### config.mk
export PLATFORM = sky130hd
export DESIGN_NAME = relu_tile_sched_flat
export DESIGN_NICKNAME = d
export VERILOG_FILES = /design/src/rtl/relu_tile_sched_pkg.sv /design/src/rtl/relu_tile_sched_if.sv /design/src/rtl/relu_tile_sched_skid_fifo.sv /design/src/rtl/relu_tile_sched.sv /design/src/flat_wrapper.sv
export SDC_FILE = /design/constraint.sdc
export NUM_CORES = 1
export LEC_CHECK = 0
export BUFFER_PORTS_ARGS = -buffer_cell sky130_fd_sc_hd__buf_4
export CAP_MARGIN = 20
export CELL_PAD_IN_SITES_DETAIL_PLACEMENT = 1
export CELL_PAD_IN_SITES_GLOBAL_PLACEMENT = 2
export CORE_MARGIN = 2
export CORE_UTILIZATION = 31
export DETAILED_ROUTE_END_ITERATION = 6
export GPL_TIMING_DRIVEN = 0
export PLACE_DENSITY_LB_ADDON = 0.1
export SLEW_MARGIN = 20
export SYNTH_ARGS = -nofsm -noshare
export SYNTH_HDL_FRONTEND = slang
export SYNTH_SLANG_ARGS = --single-unit
### constraint.sdc
create_clock -name clk -period 3.3 [get_ports clk]
set_input_delay 0.495 -clock clk [delete_from_list [all_inputs] [get_ports clk]]
set_output_delay 0.495 -clock clk [all_outputs]
set_load 0.02 [all_outputs]
### src/rtl/relu_tile_sched_pkg.sv
// Shared types for the ReLU epilogue sequencer.
// Contents:
//   relu_state_t  - sequencer states
//   relu_entry_t  - skid FIFO entry {addr, data}; data is the raw X word so the
//                   sign bit is still available when the write is accepted
//   relu_fp32     - sign-bit clamp (no NaN special-casing)
package relu_pkg;

  // Storage widths of a FIFO entry; the top-level ADDR_W/Data_W default to these.
  localparam int RELU_ADDR_W = 16;
  localparam int RELU_DATA_W = 32;

  typedef enum logic [1:0] {
    IDLE  = 2'd0,
    RUN   = 2'd1,
    DRAIN = 2'd2,
    DONE  = 2'd3
  } relu_state_t;

  typedef struct packed {
    logic [RELU_ADDR_W-1:0] addr;
    logic [RELU_DATA_W-1:0] data;
  } relu_entry_t;

  // Any word with the sign bit set becomes +0.0, including -0.0 and negative NaNs.
  function automatic logic [RELU_DATA_W-1:0] relu_fp32(input logic [RELU_DATA_W-1:0] x);
    return x[RELU_DATA_W-1] ? '0 : x;
  endfunction

endpackage

### src/rtl/relu_tile_sched_if.sv
// X-read / Y-write bus between the ReLU sequencer and the tile buffers.
// Signals:
//   x_re, x_addr   - X read strobe/address (sequencer -> X buffer)
//   x_rdata        - X read data, valid one cycle after x_re
//   y_we, y_addr,
//   y_wdata        - Y write valid/address/data (sequencer -> Y buffer)
//   y_wready       - Y buffer accepts the write when y_we & y_wready
// Modports: master = sequencer side, slave = buffer side.
interface relu_tile_sched_if #(
  parameter int ADDR_W = 16,
  parameter int DATA_W = 32
);

  logic              x_re;
  logic [ADDR_W-1:0] x_addr;
  logic [DATA_W-1:0] x_rdata;
  logic              y_we;
  logic [ADDR_W-1:0] y_addr;
  logic [DATA_W-1:0] y_wdata;
  logic              y_wready;

  modport master (
    output x_re, x_addr, y_we, y_addr, y_wdata,
    input  x_rdata, y_wready
  );

  modport slave (
    input  x_re, x_addr, y_we, y_addr, y_wdata,
    output x_rdata, y_wready
  );

endinterface

### src/rtl/relu_tile_sched_skid_fifo.sv
// Two-entry skid FIFO holding returned X words until the Y side accepts them.
// Slot 0 is always the head, so the head outputs come straight from a register
// and stay put while the consumer stalls.
// Ports:
//   clk, rst  - clock, async active-high reset
//   push_i    - write entry_i
//   pop_i     - drop the head (only honoured when non-empty)
//   flush_i   - empty the FIFO; wins over push/pop
//   entry_i   - entry to push
//   head_o    - current head entry
//   count_o   - number of valid entries (0..2)
module relu_skid_fifo
  import relu_pkg::*;
(
  input  logic        clk,
  input  logic        rst,
  input  logic        push_i,
  input  logic        pop_i,
  input  logic        flush_i,
  input  relu_entry_t entry_i,
  output relu_entry_t head_o,
  output logic [1:0]  count_o
);

  relu_entry_t slot0_q, slot0_d;
  relu_entry_t slot1_q, slot1_d;
  logic [1:0]  count_q, count_d;

  // Next-state for the two slots; a push into a full FIFO without a pop is
  // dropped rather than overwriting, though the sequencer never requests one.
  always_comb begin
    slot0_d = slot0_q;
    slot1_d = slot1_q;
    count_d = count_q;
    if (flush_i) begin
      count_d = 2'd0;
    end else begin
      case ({push_i, pop_i && (count_q != 2'd0)})
        2'b10: begin
          if (count_q == 2'd0) begin
            slot0_d = entry_i;
            count_d = 2'd1;
          end else if (count_q == 2'd1) begin
            slot1_d = entry_i;
            count_d = 2'd2;
          end
        end
        2'b01: begin
          slot0_d = slot1_q;
          count_d = count_q - 2'd1;
        end
        2'b11: begin
          if (count_q == 2'd2) begin
            slot0_d = slot1_q;
            slot1_d = entry_i;
          end else begin
            slot0_d = entry_i;
          end
        end
        default: ;
      endcase
    end
  end

  // Slot and count registers.
  always_ff @(posedge clk or posedge rst) begin
    if (rst) begin
      slot0_q <= '0;
      slot1_q <= '0;
      count_q <= 2'd0;
    end else begin
      slot0_q <= slot0_d;
      slot1_q <= slot1_d;
      count_q <= count_d;
    end
  end

  assign head_o  = slot0_q;
  assign count_o = count_q;

endmodule

### src/rtl/relu_tile_sched.sv
// ReLU epilogue sequencer: walks an NRows x NCols tile in row-major order,
// reads X, clamps negatives to zero and writes Y under ready/valid, with a
// 2-entry skid FIFO absorbing Y back-pressure against the 1-cycle X latency.
// Ports:
//   clk, rst   - clock, async active-high reset
//   start_i    - begin a tile pass (only looked at in IDLE)
//   abort_i    - cancel a pass in RUN/DRAIN
//   busy_o     - pass in progress (RUN or DRAIN)
//   done_o     - one-cycle pulse after the last Y write is accepted
//   neg_cnt_o  - elements clamped in the current/last pass
//   bus        - X read / Y write bus (master side)
module relu_tile_sched
  import relu_pkg::*;
#(
  parameter  int NRows  = 8,
  parameter  int NCols  = 8,
  parameter  int ADDR_W = 16,
  parameter  int Data_W = 32,
  localparam int N      = NRows * NCols,
  localparam int CNT_W  = $clog2(N + 1)
) (
  input  logic             clk,
  input  logic             rst,
  input  logic             start_i,
  input  logic             abort_i,
  output logic             busy_o,
  output logic             done_o,
  output logic [CNT_W-1:0] neg_cnt_o,
  relu_tile_sched_if.master bus
);

  relu_state_t       state_q, state_d;
  logic [CNT_W-1:0]  issueIdx_q, issueIdx_d;
  logic [CNT_W-1:0]  negCnt_q, negCnt_d;
  logic              inflight_q;
  logic [ADDR_W-1:0] inflightAddr_q;

  logic              active, startNow, abortNow, issue;
  logic              fifoPush, fifoPop, fifoFlush;
  logic [1:0]        fifoCount;
  logic [2:0]        occupancy;
  relu_entry_t       pushEntry, headEntry;

  assign active   = (state_q == RUN) || (state_q == DRAIN);
  assign startNow = (state_q == IDLE) && start_i && !abort_i;
  assign abortNow = active && abort_i;
  assign fifoPop  = bus.y_we && bus.y_wready;

  // An element leaving this cycle frees its slot, so a read may be issued as
  // long as buffered + outstanding stays within the two FIFO entries.
  assign occupancy = {1'b0, fifoCount} + {2'b00, inflight_q};
  assign issue     = (state_q == RUN) && (occupancy < (3'd2 + {2'b00, fifoPop}));

  // Returned data is only kept while a pass is live; anything arriving after
  // an abort is dropped.
  assign fifoPush  = inflight_q && active && !abort_i;
  assign fifoFlush = abortNow || startNow;

  always_comb begin
    pushEntry      = '0;
    pushEntry.addr = RELU_ADDR_W'(inflightAddr_q);
    pushEntry.data = RELU_DATA_W'(bus.x_rdata);
  end

  relu_skid_fifo u_fifo (
    .clk     (clk),
    .rst     (rst),
    .push_i  (fifoPush),
    .pop_i   (fifoPop),
    .flush_i (fifoFlush),
    .entry_i (pushEntry),
    .head_o  (headEntry),
    .count_o (fifoCount)
  );

  // Next-state, issue index and clamp counter. DRAIN finishes once nothing is
  // outstanding and the FIFO empties this cycle, so done follows the last
  // accepted write directly.
  always_comb begin
    state_d    = state_q;
    issueIdx_d = issueIdx_q;
    negCnt_d   = negCnt_q;
    if (fifoPop && headEntry.data[RELU_DATA_W-1]) begin
      negCnt_d = negCnt_q + 1'b1;
    end
    case (state_q)
      IDLE: begin
        if (startNow) begin
          state_d    = RUN;
          issueIdx_d = '0;
          negCnt_d   = '0;
        end
      end
      RUN: begin
        if (abort_i) begin
          state_d = IDLE;
        end else if (issue) begin
          issueIdx_d = issueIdx_q + 1'b1;
          if (issueIdx_q == CNT_W'(N - 1)) begin
            state_d = DRAIN;
          end
        end
      end
      DRAIN: begin
        if (abort_i) begin
          state_d = IDLE;
        end else if (!inflight_q && (fifoCount == {1'b0, fifoPop})) begin
          state_d = DONE;
        end
      end
      DONE: begin
        state_d = IDLE;
      end
      default: begin
        state_d = IDLE;
      end
    endcase
  end

  // State, counters and the single outstanding-read tracker.
  always_ff @(posedge clk or posedge rst) begin
    if (rst) begin
      state_q        <= IDLE;
      issueIdx_q     <= '0;
      negCnt_q       <= '0;
      inflight_q     <= 1'b0;
      inflightAddr_q <= '0;
    end else begin
      state_q    <= state_d;
      issueIdx_q <= issueIdx_d;
      negCnt_q   <= negCnt_d;
      inflight_q <= issue && !abortNow;
      if (issue) begin
        inflightAddr_q <= ADDR_W'(issueIdx_q);
      end
    end
  end

  assign bus.x_re    = issue;
  assign bus.x_addr  = issue ? ADDR_W'(issueIdx_q) : '0;
  assign bus.y_we    = (fifoCount != 2'd0);
  assign bus.y_addr  = bus.y_we ? ADDR_W'(headEntry.addr) : '0;
  assign bus.y_wdata = bus.y_we ? Data_W'(relu_fp32(headEntry.data)) : '0;

  assign busy_o    = active;
  assign done_o    = (state_q == DONE);
  assign neg_cnt_o = negCnt_q;

endmodule

### src/flat_wrapper.sv
// flat-port wrapper written by rule: the top's interface ports become plain ports
module relu_tile_sched_flat import relu_pkg::*;
#(
  parameter  int NRows  = 8,
  parameter  int NCols  = 8,
  parameter  int ADDR_W = 16,
  parameter  int Data_W = 32,
  localparam int N      = NRows * NCols,
  localparam int CNT_W  = $clog2(N + 1)
)
  (clk, rst, start_i, abort_i, busy_o, done_o, neg_cnt_o, bus_x_re, bus_x_addr, bus_y_we, bus_y_addr, bus_y_wdata, bus_x_rdata, bus_y_wready);
  relu_tile_sched_if #(.ADDR_W(ADDR_W), .DATA_W(32)) bus_i ();
  input  logic clk;
  input  logic rst;
  input  logic start_i;
  input  logic abort_i;
  output logic busy_o;
  output logic done_o;
  output logic [CNT_W-1:0] neg_cnt_o;
  output wire logic [$bits(bus_i.x_re)-1:0] bus_x_re;
  output wire logic [$bits(bus_i.x_addr)-1:0] bus_x_addr;
  output wire logic [$bits(bus_i.y_we)-1:0] bus_y_we;
  output wire logic [$bits(bus_i.y_addr)-1:0] bus_y_addr;
  output wire logic [$bits(bus_i.y_wdata)-1:0] bus_y_wdata;
  input wire logic [$bits(bus_i.x_rdata)-1:0] bus_x_rdata;
  input wire logic [$bits(bus_i.y_wready)-1:0] bus_y_wready;
  assign bus_x_re = bus_i.x_re;
  assign bus_x_addr = bus_i.x_addr;
  assign bus_y_we = bus_i.y_we;
  assign bus_y_addr = bus_i.y_addr;
  assign bus_y_wdata = bus_i.y_wdata;
  assign bus_i.x_rdata = bus_x_rdata;
  assign bus_i.y_wready = bus_y_wready;
  relu_tile_sched #(.NRows(NRows), .NCols(NCols), .ADDR_W(ADDR_W), .Data_W(Data_W)) u_core (.clk(clk), .rst(rst), .start_i(start_i), .abort_i(abort_i), .busy_o(busy_o), .done_o(done_o), .neg_cnt_o(neg_cnt_o), .bus(bus_i));
endmodule
* Word level (Yosys, flattened, before mapping)
Index checks and enable logic that the tools add are counted.
** Storage, ports and cells
- Bits in latches :: 0
- Bits in writable memories :: 0
- Output and inout bits :: 75
- Register bits after elaboration :: 122
- Memories kept :: 0
- ROM bits :: 0
** Cells by class
- Magnitude comparators :: 1
- Equal/unequal tests :: 21
- Shift operators :: 0
- Bitwise logic cells :: 1
- Multiplexer cells :: 29
- $mul :: 0
- $add $sub $neg :: 5
- Divide/modulo/power cells :: 0
- Reductions and logical operators :: 28
** Operators with widths (count)
- $mux 48 :: 5
- $pmux 48 s3 :: 1
- $pmux 48 s2 :: 1
- $mux 7 :: 7
- $mux 32 :: 1
- $mux 31 :: 1
- $mux 2 :: 9
- $mux 16 :: 1
- $add 7x1->7 const B :: 2
- $pmux 7 s2 :: 1
- $logic_and 1x1->1 :: 11
- $eq 2x2->1 const B :: 5
- $ne 2x2->1 const B :: 5
- $pmux 2 s4 :: 1
- $reduce_and 4->1 :: 2
- $eq 7x6->1 const B :: 1
- $eq 2x1->1 const B :: 3
- $ne 3x3->1 const B :: 2
- $reduce_bool 2->1 :: 3
- $reduce_bool 3->1 :: 2
- $reduce_and 5->1 :: 1
- $logic_not 2->1 :: 2
- $ne 2x1->1 const B :: 2
- $ne 4x3->1 const B :: 1
- other kinds (12) :: 15

* Logic depth before layout (Yosys ltp)
Gate-level depths: netlist of the first run.
- Word-level depth :: 8
- Mapped depth :: 12

* Cells and area by module
From an unflattened synthesis of the first run, not the netlist that was laid out.
** Unflattened totals
- Cell total of the unflattened synthesis :: 607
- Area, all modules :: 6160.9 um^2
** Modules (own cells, without submodules)
- relu_skid_fifo :: seq. area each 2452.4 um^2, times used 1, area an instance 4409.2 um^2, cells each 404
- relu_tile_sched :: seq. area each 600.6 um^2, times used 1, area an instance 1751.7 um^2, cells each 203

* Worst setup path after synthesis of the first run
No wires, ideal clock.
- Path kind :: register to register
- From :: reg u_core.state_q[0]
- To :: reg u_core.u_fifo.slot1_q[0] in the netlist's numbering
- Setup slack :: 0.625 ns
- Stages on the path, launching flop included :: 12
- Data arrival time :: 2.548 ns
- Library setup time :: 0.127 ns
- Data required time :: 3.173 ns
- Path buffers :: 2
- Period minus slack after synthesis :: 2.675 ns
- Path through :: dfrtp_1 -> inv_1 -> ha_1 -> nand2_1 -> or2_2 -> inv_1 -> ha_1 -> o21ai_0 -> a211oi_4 -> buf_6 -> buf_12 -> mux2_1
** On the way
- Word-level cells in the longest chain between the ends :: 7
** Ends and longest elaborated chain
- start, declared :: line relu_tile_sched.sv:32 : relu_state_t state_q, state_d;
- start signal, assigned :: line relu_tile_sched.sv:129 : state_q <= state_d;
- $eq 2x1->1 / $eq 2x2->1 (equally long branches) :: line relu_tile_sched.sv:44 : assign active = (state_q == RUN) || (state_q == DRAIN);
- $logic_or 1x1->1 (*) :: line relu_tile_sched.sv:44
- via busy_o :: line flat_wrapper.sv:17 : output logic busy_o;
- $logic_and 1x1->1 (2 in series) :: line relu_tile_sched.sv:56 : assign fifoPush = inflight_q && active && !abort_i;
- $eq 2x2->1 :: line relu_tile_sched_skid_fifo.sv:38 : case ({push_i, pop_i && (count_q != 2'd0)})
- $ne 2x2->1 (no source line) / $reduce_bool 2->1 (equally long branches)
- $reduce_and 5->1 (no source line)
- end signal, assigned :: line relu_tile_sched_skid_fifo.sv:73 : slot1_q <= slot1_d;
- end, declared :: line relu_tile_sched_skid_fifo.sv:26 : relu_entry_t slot1_q, slot1_d;
Mark *: on every way through the listed nets, which the timed path passes. The rest lies on a longest branch.
A chain may end at the register's enable or synchronous reset.

* Worst setup path after layout of the first run
- From :: reg u_core.u_fifo.count_q[0], in the netlist u_core.u_fifo.count_o[0]
- To :: out bus_x_re
** On the way
- Word-level cells in the longest chain between the ends :: 5
** Ends and longest elaborated chain
- start, declared :: line relu_tile_sched_skid_fifo.sv:27 : logic [1:0] count_q, count_d;
- start signal, assigned :: line relu_tile_sched_skid_fifo.sv:74 : count_q <= count_d;
- $reduce_bool 2->1 :: line relu_tile_sched.sv:141 : assign bus.y_we = (fifoCount != 2'd0);
- $logic_and 1x1->1 :: line relu_tile_sched.sv:47 : assign fifoPop = bus.y_we && bus.y_wready;
- $add 2x1->3 :: line relu_tile_sched.sv:52 : assign issue = (state_q == RUN) && (occupancy < (3'd2 + {2'b00, fifoPop}));
- $lt 3x3->1 (*) :: line relu_tile_sched.sv:52
- $logic_and 1x1->1 (*) :: line relu_tile_sched.sv:52
- end, declared :: line flat_wrapper.sv:20 : output wire logic [$bits(bus_i.x_re)-1:0] bus_x_re;
Mark *: on every way between the ends. The rest lies on a longest branch, timed or not.

==> qor.csv, run 1 <==
metric,value,unit
yosysUniqueCellTypes,43,
synth-compound-area-share,0.132,
dr_total_vias,3902,
detail_route.first_pass.iterations,4,
rows,47,
hold_ws,188,ps
critPathLaunch,u_core.u_fifo.count_o[0],
slowest_delay,410,ps
yosysTopAreaCellShare,0.506,
synth_area_leader_cell,dfrtp_1,
wl_per_cell,16.1,um
cts-buffers-inserted,9,
dieWidth,133,um
finalCritPeriodShare,0.911,
port_buffers,92,
worst-slew-pin-transition,590,ps
clkSlewWorstSetupHoldPaths,70,ps
clockBufferDepth,2,
fmax,0.333,GHz
critical_path_depth,8,
synthMuxAreaShare,0.0958,
leakage,3.22,nW
syn_to_final_growth,26.6,%
start_util,0.314,
powerDensity,821,nW/um^2
drt-initial-drc-count,151,
combPwrFrac,0.408,
root_buffer,clkbuf_16,
synth-simple-area-share,0.144,
drive_gt1_frac,0.297,
cpMostUsedCell,inv_1,
synth-seq-cells,104,
run_status,completed,
worstHoldPathType,in -> async,
cp_top_family,simple AND/OR/NAND/NOR gates,
fin_crit,3010,ps
synth.most_common_cell,dfrtp_1,
grt_max_degree,54,
p_clk_frac,0.204,
antenna_found_initial,0,
power.internal,3.37,mW
seq_area,2600,sq um
synthAdderAreaFrac,0.0389,
grt_pass1_vias,4078,
dp_hpwl,9540,um
slowest_stage,dfrtp_1,
netSwitchingPower,1.98,mW
synth_top_family_by_area,simple AND/OR/NAND/NOR gates,
setup_viol,0,
reg2reg_depth,12,
end_kind,primary output,
tns,0,ps
postCtsSetupRepairBufs,0,
r2r_slack,310,ps
grt_pass1_wl,21500,um
drt_wl_total,13300,um
cp.arrival,2510,ps
fp.dieArea,17700,sq um
h-tree-depth,3,
cts_tree,done,
yosysSeqAreaShare,0.506,
hold_violations,0,
rsz0062_at_grt,no,
insertion_delay,350,ps
synth_xor_area_frac,0.0170,
avgSynthCellArea,10.7,sq um
endpoint,bus_x_re,
cp.required,2800,ps
skew,9.36,ps
place.gp.congestion,0.749,
slew_headroom,0.606,
via_per_inst,4.72,
netSwitchingFraction,0.369,
grt-ovfl-total,0,
pwr-share-seq,0.388,
wl_met1,6030,um
drv_slew,0,
crit_buf_inv,4,
synth_flop_cell,dfrtp_1,
io_pins,112,
crit_chain,"inv_1, ha_1, or3b_1, a21oi_1, clkbuf_2, nand2_1, inv_1, buf_4",
synth_edf_count,0,
crit_type,reg -> out,
critPathMaxFanout,10,
cp-start-kind,register,
drc_errors,0,
ys_top_cells_by_count,"dfrtp_1, nor2_1, a21oi_1, a22oi_1, mux2_2",
grt_usage,0.154,
rr_startpoint,u_core.state_q[0],
synth_cells,481,
worst_r2r_endpoint,u_core.u_fifo.head_o[38],
final_nets,656,
top_layer_used,met4,
synthArstFlopShare,1.00,
nFillCells,1843,
wl_met3,508,um
ys_warn_count,0,
ir_drop,0.345,mV
antenna_left,0,
clock_sink_count,104,
die_y,133,um
netlist_top_cells_area,"dfrtp_1, mux2_2, a22oi_1",
route.met2.wl,6580,um
diodes,0,
post-route-util,0.397,
synthesis.area,5150,sq um
max_cap_violations,0,
multi_input_area,2270,sq um
core,16400,sq um
[layer usage]
layer / vias up / GRT usage
met5: - / 0
met2: 73 / 0.263
met3: 12 / 0.0322
li1: 1876 / -
met4: 0 / 0.0478
met1: 1941 / 0.197
[cell usage in the layout (no fill, tap or decap), drive strengths merged, types with 16 or more instances in the layout]
cell	instances
a21oi	46
nor2	56
and2	31
buf	126
mux2	42
conb	19
dfrtp	104
ha	16
a22oi	39
clkbuf	27
[logic make-up after synthesis]
group | Yosys count
AOI/OAI and AO/OA | 104
and+or+nand+nor | 144
xor gates and xnor gates | 10
buffers and inverters | 58
muxes | 44
other | 1
adders and majority gates | 16
DFF | 104
[worst min path at each step]
stage	endpoint	slack [ps]	startpoint
floorplan	u_core.u_fifo.slot1_q[0]	460	u_core.u_fifo.slot1_q[0]
global placement	u_core.u_fifo.slot1_q[5]	470	u_core.u_fifo.slot1_q[5]
detailed placement	u_core.u_fifo.slot1_q[5]	480	u_core.u_fifo.slot1_q[5]
CTS	u_core.u_fifo.head_o[2]	210	rst
global route	u_core.u_fifo.head_o[2]	230	rst
finish	u_core.u_fifo.slot1_q[6]	190	rst
[through the flow]
stage / total power [mW] / area [sq um] / std cells / worst slack [ps]
after global placement: 4.22 / 6180 / 811 / -1450
after floorplan: 3.55 / 5220 / 499 / 72.8
after global routing: 5.76 / 6520 / 827 / 12.5
after CTS: 5.43 / 6510 / 827 / 72.6
after detailed placement: 4.32 / 6210 / 812 / 82.3
final: 5.35 / 6520 / 827 / 294
[registers in the layout, summed over array words and instances (netlist names)]
signal,flops
u_core.u_fifo.head_o,39
u_core.u_fifo.slot1_q,39
u_core.inflightAddr_q,7
u_core.issueIdx_q,7
u_core.neg_cnt_o,7
u_core.state_q,2
u_core.u_fifo.count_o,2
u_core.inflight_q,1
[area by class of cell]
type,count,share of cell area
buffer,47,0.0463
clock buffer,13,0.0399
clock inverter,2,0.00595
inverter,11,0.00710
multi-input combinational,337,0.349
sequential,104,0.399
tap,220,0.0422
timing repair buffer,93,0.110
[power groups by stage]
stage / Combinational (mW) / Clock (mW) / Sequential (mW)
6_report: 2.18 / 1.09 / 2.07
5_1_grt: 2.44 / 1.18 / 2.14
4_1_cts: 2.22 / 1.14 / 2.07
3_5_place_dp: 2.22 / 0 / 2.10
3_3_place_gp: 2.15 / 0 / 2.07
2_1_floorplan: 1.52 / 0 / 2.02
[what timing repair did]
action	CTS	global route
hold buffers	0	0
resized for setup	0	6
endpoints found under the setup margin	0	11
Note: power is estimated with default switching activity, not from simulation.
==> run 2: changes to the inputs <==
CORE_ASPECT_RATIO = 0.7   (was default)
==> qor.csv, run 2 (synthesis gave the netlist of run 1 again) <==
metric,value,unit,change
diodes,0,,unchanged
finalCritPeriodShare,0.913,,+0.00243
grt_max_degree,59,,+9.3%
detail_route.first_pass.iterations,4,,unchanged
drt-initial-drc-count,134,,-11%
critPathMaxFanout,10,,unchanged
drc_errors,0,,unchanged
via_per_inst,4.69,,-0.52%
skew,6.91,ps,-2.46 ps
leakage,3.21,nW,-0.23%
dp_hpwl,9660,um,+1.2%
antenna_found_initial,0,,unchanged
insertion_delay,340,ps,about the same
ir_drop,0.288,mV,-17%
final_nets,656,,unchanged
total_power,5.31,mW,-0.77%
cp.required,2800,ps,about the same
slew_headroom,0.586,,-0.0203
hold_violations,0,,unchanged
hold_ws,181,ps,-6.60 ps
drt_wl_total,13200,um,-0.78%
max_cap_violations,0,,unchanged
cp.arrival,2520,ps,about the same
clockBufferDepth,2,,unchanged
powerDensity,814,nW/um^2,-0.83%
crit_type,reg -> out,,
fp.dieArea,17700,sq um,about the same
run_status,completed,,
cts-buffers-inserted,9,,unchanged
io_pins,112,,unchanged
cp-start-kind,register,,
rows,39,,-17%
grt_usage,0.155,,about the same
grt-ovfl-total,0,,unchanged
drive_gt1_frac,0.301,,+0.00445
setup_viol,0,,unchanged
nFillCells,1864,,+1.1%
die_y,112,um,-16%
start_util,0.316,,+0.00210
reg2reg_depth,12,,unchanged
fmax,0.332,GHz,-0.27%
grt_pass1_wl,21200,um,-1.4%
grt_pass1_vias,3941,,-3.4%
layout_common_cells,"buf_4, dfrtp_1, nor2_1",,
multi_input_area,2280,sq um,+0.11%
clkSlewWorstSetupHoldPaths,70,ps,about the same
h-tree-depth,3,,unchanged
rsz0062_at_grt,no,,
wl_per_cell,15.8,um,-1.5%
worst-slew-pin-transition,621,ps,+30.4 ps
port_buffers,92,,unchanged
fin_crit,3010,ps,+8.00 ps
dr_total_vias,3910,,+0.21%
worstHoldPathType,in -> async,,
antenna_left,0,,unchanged
core,16300,sq um,-0.66%
syn_to_final_growth,26.7,%,about the same
seq_area,2600,sq um,unchanged
place.gp.congestion,0.790,,+5.5%
clock_sink_count,104,,unchanged
root_buffer,clkbuf_16,,
dieWidth,158,um,+19%
end_kind,primary output,,
layout_commonest_cell,buf_4,,
drv_slew,0,,unchanged
cts_tree,done,,
==> run 2: changes by cell type in the layout (fill, tap and decap cells not counted), sizes merged <==
| cell | previous run | this run |
|---|---|---|
| bufinv | 1 | 0 |
| clkinv | 1 | 0 |
| clkinvlp | 0 | 2 |
| inv | 11 | 12 |
==> run 2: final cells by class <==
| cell class | instances | area share |
|---|---|---|
| plain buffers | 47 | 0.0462 |
| clock buffers | 13 | 0.0415 |
| clock inverters | 3 | 0.00365 |
| inverters | 11 | 0.00710 |
| multi-input cells | 337 | 0.349 |
| flip-flops and latches | 104 | 0.399 |
| well taps | 225 | 0.0432 |
| repair buffers | 93 | 0.110 |
==> run 2: routing by layer <==
| metal | vias up | track usage | share of wire | wire, um |
|---|---|---|---|---|
| li1 | 1881 | - | - | - |
| met1 | 1934 | 0.229 | 0.50 | 6660 |
| met2 | 84 | 0.233 | 0.44 | 5800 |
| met3 | 11 | 0.0346 | 0.047 | 623 |
| met4 | 0 | 0.0312 | 0.0080 | 105 |
| met5 | - | 0 | 0 | 0 |
==> run 2: critical path, stage by stage (launching register included) <==
cell and delay (ps):
dfrtp_1 430, inv_1 110, ha_1 240, or3b_1 400, a21oi_1 290, clkbuf_2 270
and3_1 270, buf_4 170
==> run 2: worst paths after layout <==
check                                         start  slack [ps]                  endpoint
hold / removal                                  rst         180  u_core.u_fifo.head_o[22]
max in group asynchronous                       rst        2480  u_core.u_fifo.head_o[32]
hold reg to reg            u_core.u_fifo.slot1_q[5]         490  u_core.u_fifo.slot1_q[5]
setup / recovery           u_core.u_fifo.count_o[0]         290             bus_x_addr[3]
setup reg to reg                  u_core.state_q[0]         300  u_core.u_fifo.head_o[34]
min in group clk                     bus_x_rdata[8]         380  u_core.u_fifo.slot1_q[8]
==> run 2: timing repair <==
action                     in CTS  in global routing
buffers inserted                0                  0
setup endpoints to repair       0                 11
resized for setup               0                  7
hold buffers                    0                  0
==> run 2: metrics by stage <==
step,std cells,area (sq um),setup TNS [ps],utilization,worst slack [ps]
after global placement,816,6190,-137740,0.380,-1340
final,833,6520,0,0.400,286
after detailed placement,817,6220,0,0.382,108
after global routing,833,6520,0,0.400,59.4
after CTS,833,6510,0,0.400,26.4
after floorplan,499,5220,0,-,72.8
==> run 2: report_power, final <==
part / switching [mW] / internal (mW)
Clock: 0.465 / 0.577
Combinational: 1.24 / 0.953
Sequential: 0.282 / 1.79
==> run 3: changes to the inputs <==
CORE_UTILIZATION = 37   (was 31)
clock period = 3.8 ns   (was 3.3 ns; I/O delays follow)
==> qor.csv, run 3 (synthesis gave the netlist of run 1 again) <==
metric,value,unit,change
detail_route.first_pass.iterations,5,,+1
antenna_found_initial,0,,unchanged
layout_commonest_cell,buf_4,,
syn_to_final_growth,26.0,%,
diodes,0,,unchanged
nFillCells,1567,,-16%
pwr-share-seq,0.387,,-0.004
cp-start-kind,register,,
io_pins,112,,unchanged
setup_viol,0,,unchanged
rsz0062_at_grt,no,,
clockBufferDepth,2,,unchanged
ir_drop,0.339,mV,+18%
worst_slack,480,ps,+194 ps
hold_ws,239,ps,+57.9 ps
grt_pass1_wl,21400,um,+1.1%
dp_hpwl,9560,um,-1.0%
powerDensity,720,nW/um^2,-12%
fmax,0.301,GHz,
cts_tree,done,,
dieWidth,145,um,-8.3%
grt-ovfl-total,0,,unchanged
use_met1,0.252,,+0.0235
leakage,3.21,nW,about the same
grt_pass1_vias,4107,,+4.2%
placed_cell_area,6180,sq um,-0.70%
combPwrFrac,0.408,,-0.005
worst-slew-pin-transition,620,ps,-1.07 ps
slew_headroom,0.587,,+0.000711
insertion_delay,340,ps,about the same
hold_buffers,0,,unchanged
root_buffer,clkbuf_16,,
crit_type,reg -> out,,
critPathMaxFanout,10,,unchanged
layout_common_cells,"buf_4, dfrtp_1, nor2_1",,
fp.dieArea,14900,sq um,-16%
p_clk_frac,0.205,,+0.009
port_buffers,92,,unchanged
rows,36,,-7.7%
dp_slack,620,ps,+512 ps
start_util,0.375,,+0.0589
grt_usage,0.182,,+0.0270
final_nets,656,,unchanged
finalCritPeriodShare,0.874,,
wl_per_cell,16.4,um,+3.7%
cts_resized,0,,unchanged
cts-buffers-inserted,9,,unchanged
drt-initial-drc-count,178,,+33%
h-tree-depth,3,,unchanged
grt-busiest-layer,met2,,
cp.arrival,2750,ps,+230 ps
netSwitchingPower,1.74,mW,-12%
place_inst,782,,-4.3%
die_y,103,um,-8.2%
max_cap_violations,0,,unchanged
cp.required,3230,ps,+430 ps
drt_wl_total,13100,um,-0.62%
drv_slew,0,,unchanged
worstHoldPathType,in -> async,,
run_status,completed,,
via_per_inst,4.92,,+4.9%
tns,0,ps,unchanged
end_kind,primary output,,
postCtsSetupRepairBufs,0,,unchanged
grt_max_degree,61,,+3.4%
clkSlewWorstSetupHoldPaths,70,ps,about the same
post-route-util,0.472,,+0.0719
netSwitchingFraction,0.373,,-0.00100
drc_errors,0,,unchanged
total_power,4.67,mW,-12%
power.internal,2.93,mW,-12%
place.gp.congestion,0.787,,-0.32%
antenna_left,0,,unchanged
skew,4.87,ps,-2.03 ps
reg2reg_depth,12,,unchanged
fin_area,6480,sq um,-0.56%
dr_total_vias,3928,,+0.46%
drive_gt1_frac,0.296,,-0.00493
hold_violations,0,,unchanged
fin_crit,3320,ps,
clock_sink_count,104,,unchanged
gr-usage-met2,0.292,,+0.0596
use_met3,0.0451,,+0.0105
core,13700,sq um,-16%
stdcell_count,798,,-4.2%
run 3: cell count changes in the layout (fill, tap and decap cells not counted):
cell       previous run  this run
clkinv_2              0         2
inv_6                 2         1
clkbuf_8              3         2
clkbuf_1             12        14
nand2_1              10        11
bufinv_16             0         1
nand2_2               1         0
clkbuf_2              3         0
run 3: area by class of cell:
class | instances | area, sq um | area share
Buffer | 47 | 298 | 0.0459
Clock buffer | 11 | 253 | 0.0390
Clock inverter | 5 | 55.1 | 0.00849
Inverter | 11 | 46.3 | 0.00714
Multi-Input combinational cell | 337 | 2270 | 0.351
Sequential cell | 104 | 2600 | 0.401
Tap cell | 190 | 238 | 0.0367
Timing Repair Buffer | 93 | 718 | 0.111
run 3: metal layers:
layer	vias to the layer above	share of wire
li1	1874	-
met1	1958	0.49
met2	87	0.46
met3	9	0.040
met4	0	0.0078
met5	-	0
run 3: final timing paths:
path                                     startpoint                  endpoint  slack (ps)
max                        u_core.u_fifo.count_o[0]                  bus_x_re         480
min                                             rst  u_core.u_fifo.head_o[25]         240
max reg2reg                       u_core.state_q[0]  u_core.u_fifo.head_o[33]         640
min reg2reg                u_core.u_fifo.slot1_q[7]  u_core.u_fifo.slot1_q[7]         490
max in group asynchronous                       rst      u_core.issueIdx_q[0]        2890
min in group clk                     bus_x_rdata[5]  u_core.u_fifo.slot1_q[5]         450
run 3: power by group through the flow:
stage                     clock (mW)  sequential, mW  combinational (mW)
after detailed placement           0            1.82                1.93
after global routing            1.03            1.87                2.12
after floorplan                    0            1.76                1.32
after CTS                      0.988            1.81                1.94
final                          0.956            1.80                1.91
after global placement             0            1.79                1.85
run 3: worst max-delay path, stage by stage, from the launching register on:
cell      delay, ps
dfrtp_1         440
inv_1           120
ha_1            230
or3b_1          400
a21oi_1         300
clkbuf_1        360
nand2_1         300
inv_1           120
buf_4           140
